<file path="config.mk">
export PLATFORM = sky130hd
export DESIGN_NAME = led_activity_driver
export DESIGN_NICKNAME = d
export VERILOG_FILES = /design/src/rtl/led_activity_driver.sv
export SDC_FILE = /design/constraint.sdc
export NUM_CORES = 1
export LEC_CHECK = 0
export ABC_CLOCK_PERIOD_IN_PS = 5200
export BUFFER_PORTS_ARGS = -buffer_cell sky130_fd_sc_hd__buf_2
export CAP_MARGIN = 20
export CORE_MARGIN = 3
export CORE_UTILIZATION = 64
export CTS_CLUSTER_DIAMETER = 120
export CTS_CLUSTER_SIZE = 12
export DETAILED_ROUTE_END_ITERATION = 10
export PLACE_DENSITY = 0.82
export SYNTH_ARGS = -nofsm -noshare
export SYNTH_HDL_FRONTEND = slang
export SYNTH_SLANG_ARGS = --single-unit
</file>
<file path="constraint.sdc">
create_clock -name clk -period 5.2 [get_ports clk]
set_input_delay 0.52 -clock clk [delete_from_list [all_inputs] [get_ports clk]]
set_output_delay 0.52 -clock clk [all_outputs]
set_load 0.1 [all_outputs]
</file>
<file path="src/rtl/led_activity_driver.sv">
// led_activity_driver
//   Per-port link/activity LED controller. Each channel shows:
//     off      - link down
//     steady   - link up, no recent traffic
//     blinking - traffic seen within the last HOLD_TICKS blink rising edges
//   A global mode input can override all channels with all-off, all-on or a
//   walking lamp test. Channel state machines keep running in every mode, so
//   returning to normal mode shows live status on the very next edge.
//
// Ports
//   clk       in   1         system clock, all logic on posedge
//   reset     in   1         synchronous active-high reset
//   blink     in   1         slow square wave (level) from the blink generator
//   mode      in   2         00 normal, 01 all off, 10 all on, 11 lamp test
//   link_up   in   NUM_LEDS  per-port link status (level)
//   activity  in   NUM_LEDS  per-port traffic event (pulse, any width)
//   led       out  NUM_LEDS  registered LED drive, 1 = lit

module led_activity_driver #(
  parameter int NUM_LEDS   = 4,
  parameter int HOLD_TICKS = 4
) (
  input  logic                clk,
  input  logic                reset,
  input  logic                blink,
  input  logic [1:0]          mode,
  input  logic [NUM_LEDS-1:0] link_up,
  input  logic [NUM_LEDS-1:0] activity,
  output logic [NUM_LEDS-1:0] led
);

  localparam int HW = $clog2(HOLD_TICKS + 1);
  localparam int IW = (NUM_LEDS > 1) ? $clog2(NUM_LEDS) : 1;

  localparam logic [HW-1:0]       HOLD_LOAD = HW'(HOLD_TICKS);
  localparam logic [HW-1:0]       HOLD_ONE  = HW'(1);
  localparam logic [HW-1:0]       HOLD_ZERO = HW'(0);
  localparam logic [IW-1:0]       IDX_LAST  = IW'(NUM_LEDS - 1);
  localparam logic [IW-1:0]       IDX_ZERO  = IW'(0);
  localparam logic [IW-1:0]       IDX_ONE   = IW'(1);
  localparam logic [NUM_LEDS-1:0] LAMP_BASE = NUM_LEDS'(1);

  typedef enum logic [1:0] {
    ST_DOWN = 2'd0,
    ST_IDLE = 2'd1,
    ST_ACT  = 2'd2
  } ch_state_t;

  logic                blink_q_r;
  logic                tick_s;
  ch_state_t           state_r [NUM_LEDS];
  ch_state_t           state_n [NUM_LEDS];
  logic [HW-1:0]       hold_r  [NUM_LEDS];
  logic [HW-1:0]       hold_n  [NUM_LEDS];
  logic [NUM_LEDS-1:0] led_act_r;
  logic [NUM_LEDS-1:0] led_act_n;
  logic [NUM_LEDS-1:0] ch_val_s;
  logic [IW-1:0]       lamp_idx_r;
  logic [IW-1:0]       lamp_idx_n;
  logic [NUM_LEDS-1:0] led_r;
  logic [NUM_LEDS-1:0] led_n;

  // One-cycle strobe on each rising edge of the blink square wave.
  assign tick_s = blink & ~blink_q_r;

  // Per-channel next state: link loss dominates, then activity, then tick.
  always_comb begin
    for (int i = 0; i < NUM_LEDS; i++) begin
      state_n[i]   = state_r[i];
      hold_n[i]    = hold_r[i];
      led_act_n[i] = led_act_r[i];
      if (!link_up[i]) begin
        state_n[i]   = ST_DOWN;
        hold_n[i]    = HOLD_ZERO;
        led_act_n[i] = 1'b0;
      end else begin
        case (state_r[i])
          ST_DOWN: begin
            // Activity arriving with the link-up edge is intentionally ignored.
            state_n[i]   = ST_IDLE;
            hold_n[i]    = HOLD_ZERO;
            led_act_n[i] = 1'b0;
          end
          ST_IDLE: begin
            if (activity[i]) begin
              state_n[i]   = ST_ACT;
              hold_n[i]    = HOLD_LOAD;
              led_act_n[i] = 1'b0;
            end else begin
              state_n[i]   = ST_IDLE;
            end
          end
          ST_ACT: begin
            if (activity[i]) begin
              // Reload wins over a coincident tick; phase is left untouched.
              hold_n[i] = HOLD_LOAD;
            end else if (tick_s) begin
              if (hold_r[i] == HOLD_ONE) begin
                state_n[i] = ST_IDLE;
                hold_n[i]  = HOLD_ZERO;
              end else if (hold_r[i] > HOLD_ONE) begin
                hold_n[i]    = hold_r[i] - HOLD_ONE;
                led_act_n[i] = ~led_act_r[i];
              end else begin
                // hold==0 is unreachable in ACT; never underflow.
                hold_n[i] = hold_r[i];
              end
            end else begin
              hold_n[i] = hold_r[i];
            end
          end
          default: begin
            state_n[i]   = ST_DOWN;
            hold_n[i]    = HOLD_ZERO;
            led_act_n[i] = 1'b0;
          end
        endcase
      end
    end
  end

  // Channel LED value derived from the current channel state.
  always_comb begin
    ch_val_s = {NUM_LEDS{1'b0}};
    for (int i = 0; i < NUM_LEDS; i++) begin
      case (state_r[i])
        ST_DOWN: ch_val_s[i] = 1'b0;
        ST_IDLE: ch_val_s[i] = 1'b1;
        ST_ACT:  ch_val_s[i] = led_act_r[i];
        default: ch_val_s[i] = 1'b0;
      endcase
    end
  end

  // Lamp-test position: parked at 0 outside lamp test, walks on ticks inside it.
  always_comb begin
    lamp_idx_n = lamp_idx_r;
    if (mode != 2'b11) begin
      lamp_idx_n = IDX_ZERO;
    end else if (tick_s) begin
      if (lamp_idx_r == IDX_LAST) begin
        lamp_idx_n = IDX_ZERO;
      end else begin
        lamp_idx_n = lamp_idx_r + IDX_ONE;
      end
    end else begin
      lamp_idx_n = lamp_idx_r;
    end
  end

  // Output mux feeding the LED register.
  always_comb begin
    led_n = {NUM_LEDS{1'b0}};
    case (mode)
      2'b00:   led_n = ch_val_s;
      2'b01:   led_n = {NUM_LEDS{1'b0}};
      2'b10:   led_n = {NUM_LEDS{1'b1}};
      2'b11:   led_n = LAMP_BASE << lamp_idx_r;
      default: led_n = {NUM_LEDS{1'b0}};
    endcase
  end

  // State and output registers with synchronous reset.
  always_ff @(posedge clk) begin
    if (reset) begin
      blink_q_r  <= 1'b0;
      led_act_r  <= {NUM_LEDS{1'b0}};
      lamp_idx_r <= IDX_ZERO;
      led_r      <= {NUM_LEDS{1'b0}};
      for (int i = 0; i < NUM_LEDS; i++) begin
        state_r[i] <= ST_DOWN;
        hold_r[i]  <= HOLD_ZERO;
      end
    end else begin
      blink_q_r  <= blink;
      led_act_r  <= led_act_n;
      lamp_idx_r <= lamp_idx_n;
      led_r      <= led_n;
      for (int i = 0; i < NUM_LEDS; i++) begin
        state_r[i] <= state_n[i];
        hold_r[i]  <= hold_n[i];
      end
    end
  end

  assign led = led_r;

endmodule
</file>
# Word level (Yosys, flattened, before mapping)
# Memory sizes are Yosys's and may differ from the RTL's.
# Index checks and enable logic that the tools add are counted.
[word_totals]
register_bits = 11
latch_bits = 0
mem_bits_rw = 20
mem_bits_ro = 0
in_bits = 13
out_inout_bits = 4
wordCells = 181
memories = 2
[memory_table]
columns = ["name", "words", "word_bits", "read_ports", "rd_clocked_by_memory_dff", "wr", "line_no", "rtl"]
rows = [
  ["hold_r", 4, 3, 4, 0, 4, "53", "logic [HW-1:0] hold_r [NUM_LEDS];"],
  ["state_r", 4, 2, 4, 0, 4, "51", "ch_state_t state_r [NUM_LEDS];"],
]
[classes]
addsub = 5
multipliers = 0
div = 0
magnitude_cmp = 4
eq_ne = 37
shift = 1
muxes = 93
bitwise_logic = 18
reduce_logical = 14
[op_table]
columns = ["cell", "count"]
rows = [
  ["two-way mux 3 bit", 28],
  ["two-way mux 2 bit", 25],
  ["!= test 2 bit (second input constant)", 21],
  ["case mux 2 bit (3 select lines)", 4],
  ["case mux 3 bit (2 select lines)", 4],
  ["two-way mux 1 bit", 23],
  ["AND reduction 5 bit", 4],
  ["case mux 1 bit (2 select lines)", 8],
  ["case mux 4 bit (4 select lines)", 1],
  ["equality test 2 bit (second input constant)", 7],
  ["equality test 3 x 1 -> 1 bit (second input constant)", 4],
  ["> comparator 3 x 1 -> 1 bit (second input constant)", 4],
  ["subtractor 3 x 1 -> 3 bit (second input constant)", 4],
  ["equality test 2 x 1 -> 1 bit (second input constant)", 5],
  ["zero test 2 bit", 5],
  ["OR reduction 2 bit", 5],
  ["inverter 1 bit", 9],
  ["OR 1 bit", 8],
  ["left shift 1 x 2 -> 4 bit (first input constant)", 1],
  ["adder 2 x 1 -> 2 bit (second input constant)", 1],
  ["AND 1 bit", 1],
]

# Logic depth before layout (Yosys ltp)
[logic_depth]
depth_word = 8
mapped_depth = 7
depth_no_buf = 6

# Worst setup path before layout
# Ideal clock, no wire load.
[synth_path]
path_kind = "register -> register"
start = "memory hold_r[3][1] in the netlist's numbering"
end = "memory hold_r[3][2] in the netlist's numbering"
setup_ps = 122
t_arrival_ps = 1582
required_ps = 5078
setup_slack_ps = 3495
stages_incl_launch_ff = 7
n_path_buf = 0
period_less_slack_ps = 1705
cell_sequence = "dfxtp_1 > inv_1 > ha_1 > or4_4 > a311oi_2 > or4b_1 > a21oi_1"
[synth_lines]
columns = ["element", "line_no"]
rows = [
  ["start, declared", "53"],
]

==> flow_summary.yaml <==
floorplanning:
  die_h_um: 64.4
  fp.coreArea_sq_um: 3150
  io_pins: 17
  die-area_sq_um: 4150
  rows: 20
  start_util_pct: 69.2
  fp.dieW_um: 64.4
logic_synthesis:
  avgSynthCellArea_sq_um: 8.23
  synthTopCellsByArea: "dfxtp_1, ha_1, inv_1, nor2_1, a21oi_1"
  synthTopCellsByCount: "dfxtp_1, inv_1, ha_1"
  synth_top_area_share_pct: 28.4
  synth_seq_area_share_pct: 28.4
  yosysMostFrequentCell: "dfxtp_1"
  async_flop_share_pct: 0
  synth_top_area_cell: "dfxtp_1"
  synth_ff_type: "dfxtp_1"
  ys_types: 47
  synth_fp_nets: 306
  ys_warn_count: 0
  synth_area_sq_um: 2180
  ys_seq_elements: 31
  synth_edf_count: 0
  synthCells: 265
cts:
  insertion_delay_ns: 0.33
  clk_pin_slew_ns: 0.09
  cts_buffers: 5
  cts_resized: 0
  hold_buffers: 0
  cts_max_level: 2
  cts_root_buf: "clkbuf_4"
  clockBufferDepth: 2
  clock_sinks: 31
  cts_tree: "built"
  cts_setup_buffers: 0
setup_path:
  worstPathCellList: "inv_1 > ha_1 > or4_4 > a311oi_2 > or4b_1 > a21oi_1"
  path_delay_family: "simple AND/OR/NAND/NOR gates"
  crit_path_max_incr_delay_ns: 0.43
  start_kind: "register"
  required_ns: 5.42
  worstPathArrival_ns: 2.07
  path_class: "register to register"
  slowest_stage: "or4_4"
  cp-end-kind: "register"
  r2r_end: "hold_r[3][2]"
  r2r_cells: 6
  cp_max_fo: 5
  reg2reg_setup_slack_ns: 3.35
  reg2reg_from: "hold_r[3][1]"
  critPathBufInv: 1
routing:
  vias: 1840
  vias_per_cell: 5.66
  wl_mm: 4.08
  final_antenna_net_count: 0
  wire_per_inst_um: 12.5
  first_pass_iters: 6
  drc: 0
  drt-initial-drc-count: 149
run_status:
  outcome: "complete, no violations"
timing:
  fmax_mhz: 539
  max-slew-margin-rel_pct: 55.0
  finalSetupViolCount: 0
  rsz0062_at_grt: "no"
  finalHoldViolCount: 0
  fin_worst_skew_ns: 0.00904
  period_share_pct: 35.7
  tightest_slew_ns: 0.675
  tns_ns: 0
  final_max_slew_viol_count: 0
  period_needed_ns: 1.85
cells_and_area:
  fin_nets: 321
  drive_gt1_share_pct: 11.4
  utilization_pct: 74.6
  flow.area_growth_from_synthesis_pct: 7.86
  diodes: 0
pwr:
  power_density_nw_per_um2: 203
  leakagePower_nw: 0.918
  power_mw: 0.478
  vdd_drop_max_mv: 0.159
global_routing:
  gr-usage-all-layers_pct: 21.6
  grt_pass1_wl_mm: 7.22
  grt_max_degree: 17
  antenna_found_initial: 0
  grt_pass1_vias: 1687
  overflow: 0
placement:
  dp_hpwl_mm: 3.09
  gp_congestion: 0.849
  port_buffers: 16
flow_run:
  drv_cap: 0
worst_hold_path:
  hold_end: "blink_q_r"
  whs_path_depth: 2
  worstHoldStart: "blink"
  hp-class: "input pin to register"
-- registers in the layout (all words and copies together) (netlist names) --
| register | count |
|---|---|
| blink_q_r | 1 |
| hold_r | 12 |
| lamp_idx_r | 2 |
| led | 4 |
| led_act_r | 4 |
| state_r | 8 |
-- worst reg2reg max path: stages, from the launching register on --
cell	delay, ns
dfxtp_1	0.41
inv_1	0.08
ha_1	0.22
or4_4	0.44
a311oi_2	0.38
or4b_1	0.17
a21oi_1	0.05
-- how the worst max path moves through the flow --
| stage | startpoint | to | slack (ns) | cells after the start |
|---|---|---|---|---|
| 2_1_floorplan | hold_r[3][1] | hold_r[3][2] | 3.50 | 6 |
| 3_3_place_gp | blink | state_r[3][1] | 3.14 | 5 |
| 3_5_place_dp | blink | state_r[3][1] | 3.11 | 5 |
| 4_1_cts | blink_q_r | state_r[3][1] | 3.33 | 4 |
| 5_1_grt | blink_q_r | state_r[3][1] | 3.19 | 4 |
| 6_report | hold_r[3][1] | hold_r[3][2] | 3.35 | 6 |
-- layer usage --
| layer | wire length (um) | GRT usage [%] | up-vias |
|---|---|---|---|
| met5 | 0 | 0 | - |
| met1 | 2000 | 27.3 | 839 |
| li1 | - | - | 960 |
| met3 | 169 | 5.62 | 6 |
| met4 | 63 | 9.23 | 0 |
| met2 | 1850 | 34.7 | 35 |
-- cells in the final DEF, fill, tap and decap left out, types with 3 or more instances in the layout --
master / netlist / routed
dfxtp_1: 31 / 31
inv_1: 29 / 29
ha_1: 28 / 28
nor2_1: 27 / 27
a21oi_1: 17 / 17
buf_2: 2 / 16
nand2_1: 15 / 15
nor2b_1: 11 / 11
nand2b_1: 10 / 10
mux2i_1: 7 / 7
nor3_1: 6 / 6
nand4_1: 6 / 6
nand3_1: 5 / 5
a211o_1: 5 / 5
clkbuf_4: 0 / 5
a21o_1: 4 / 4
a2bb2oi_1: 4 / 4
o21ai_0: 4 / 4
o211ai_1: 4 / 4
nand4b_1: 3 / 3
nand3b_1: 3 / 3
o21bai_1: 3 / 3
-- metrics by stage --
stage          hold slack (ns)  cell area, sq um  setup slack, ns  instances
5_1_grt                  0.436              2350             3.19        325
6_report                 0.431              2350             3.35        325
2_1_floorplan            0.449              2180             3.50        265
3_3_place_gp             0.474              2280             3.14        317
3_5_place_dp             0.475              2280             3.11        317
4_1_cts                  0.418              2350             3.33        325
-- where the power goes --
group / internal [mW] / switching (mW)
clock network: 0.0795 / 0.0791
logic: 0.0259 / 0.0476
registers: 0.242 / 0.00396
-- cells by family (layout without fill, tap and decap cells) --
group           after synthesis  count (layout)  synth area share, %
flops                        31              31                 28.4
buf+inv                      37              53                 6.48
simple gates                101             101                 24.9
mux                           9               9                 4.24
compound gates               59              59                 19.9
fa+ha+maj                    28              28                 16.1
-- final cells by class --
cell class | instances | area, sq um
multi-input combinational | 197 | 1420
tap | 44 | 55.1
fill | 267 | 800
sequential | 31 | 621
inverter | 29 | 109
timing repair buffer | 16 | 80.1
clock buffer | 8 | 68.8
(Power assumes the default switching activity.)
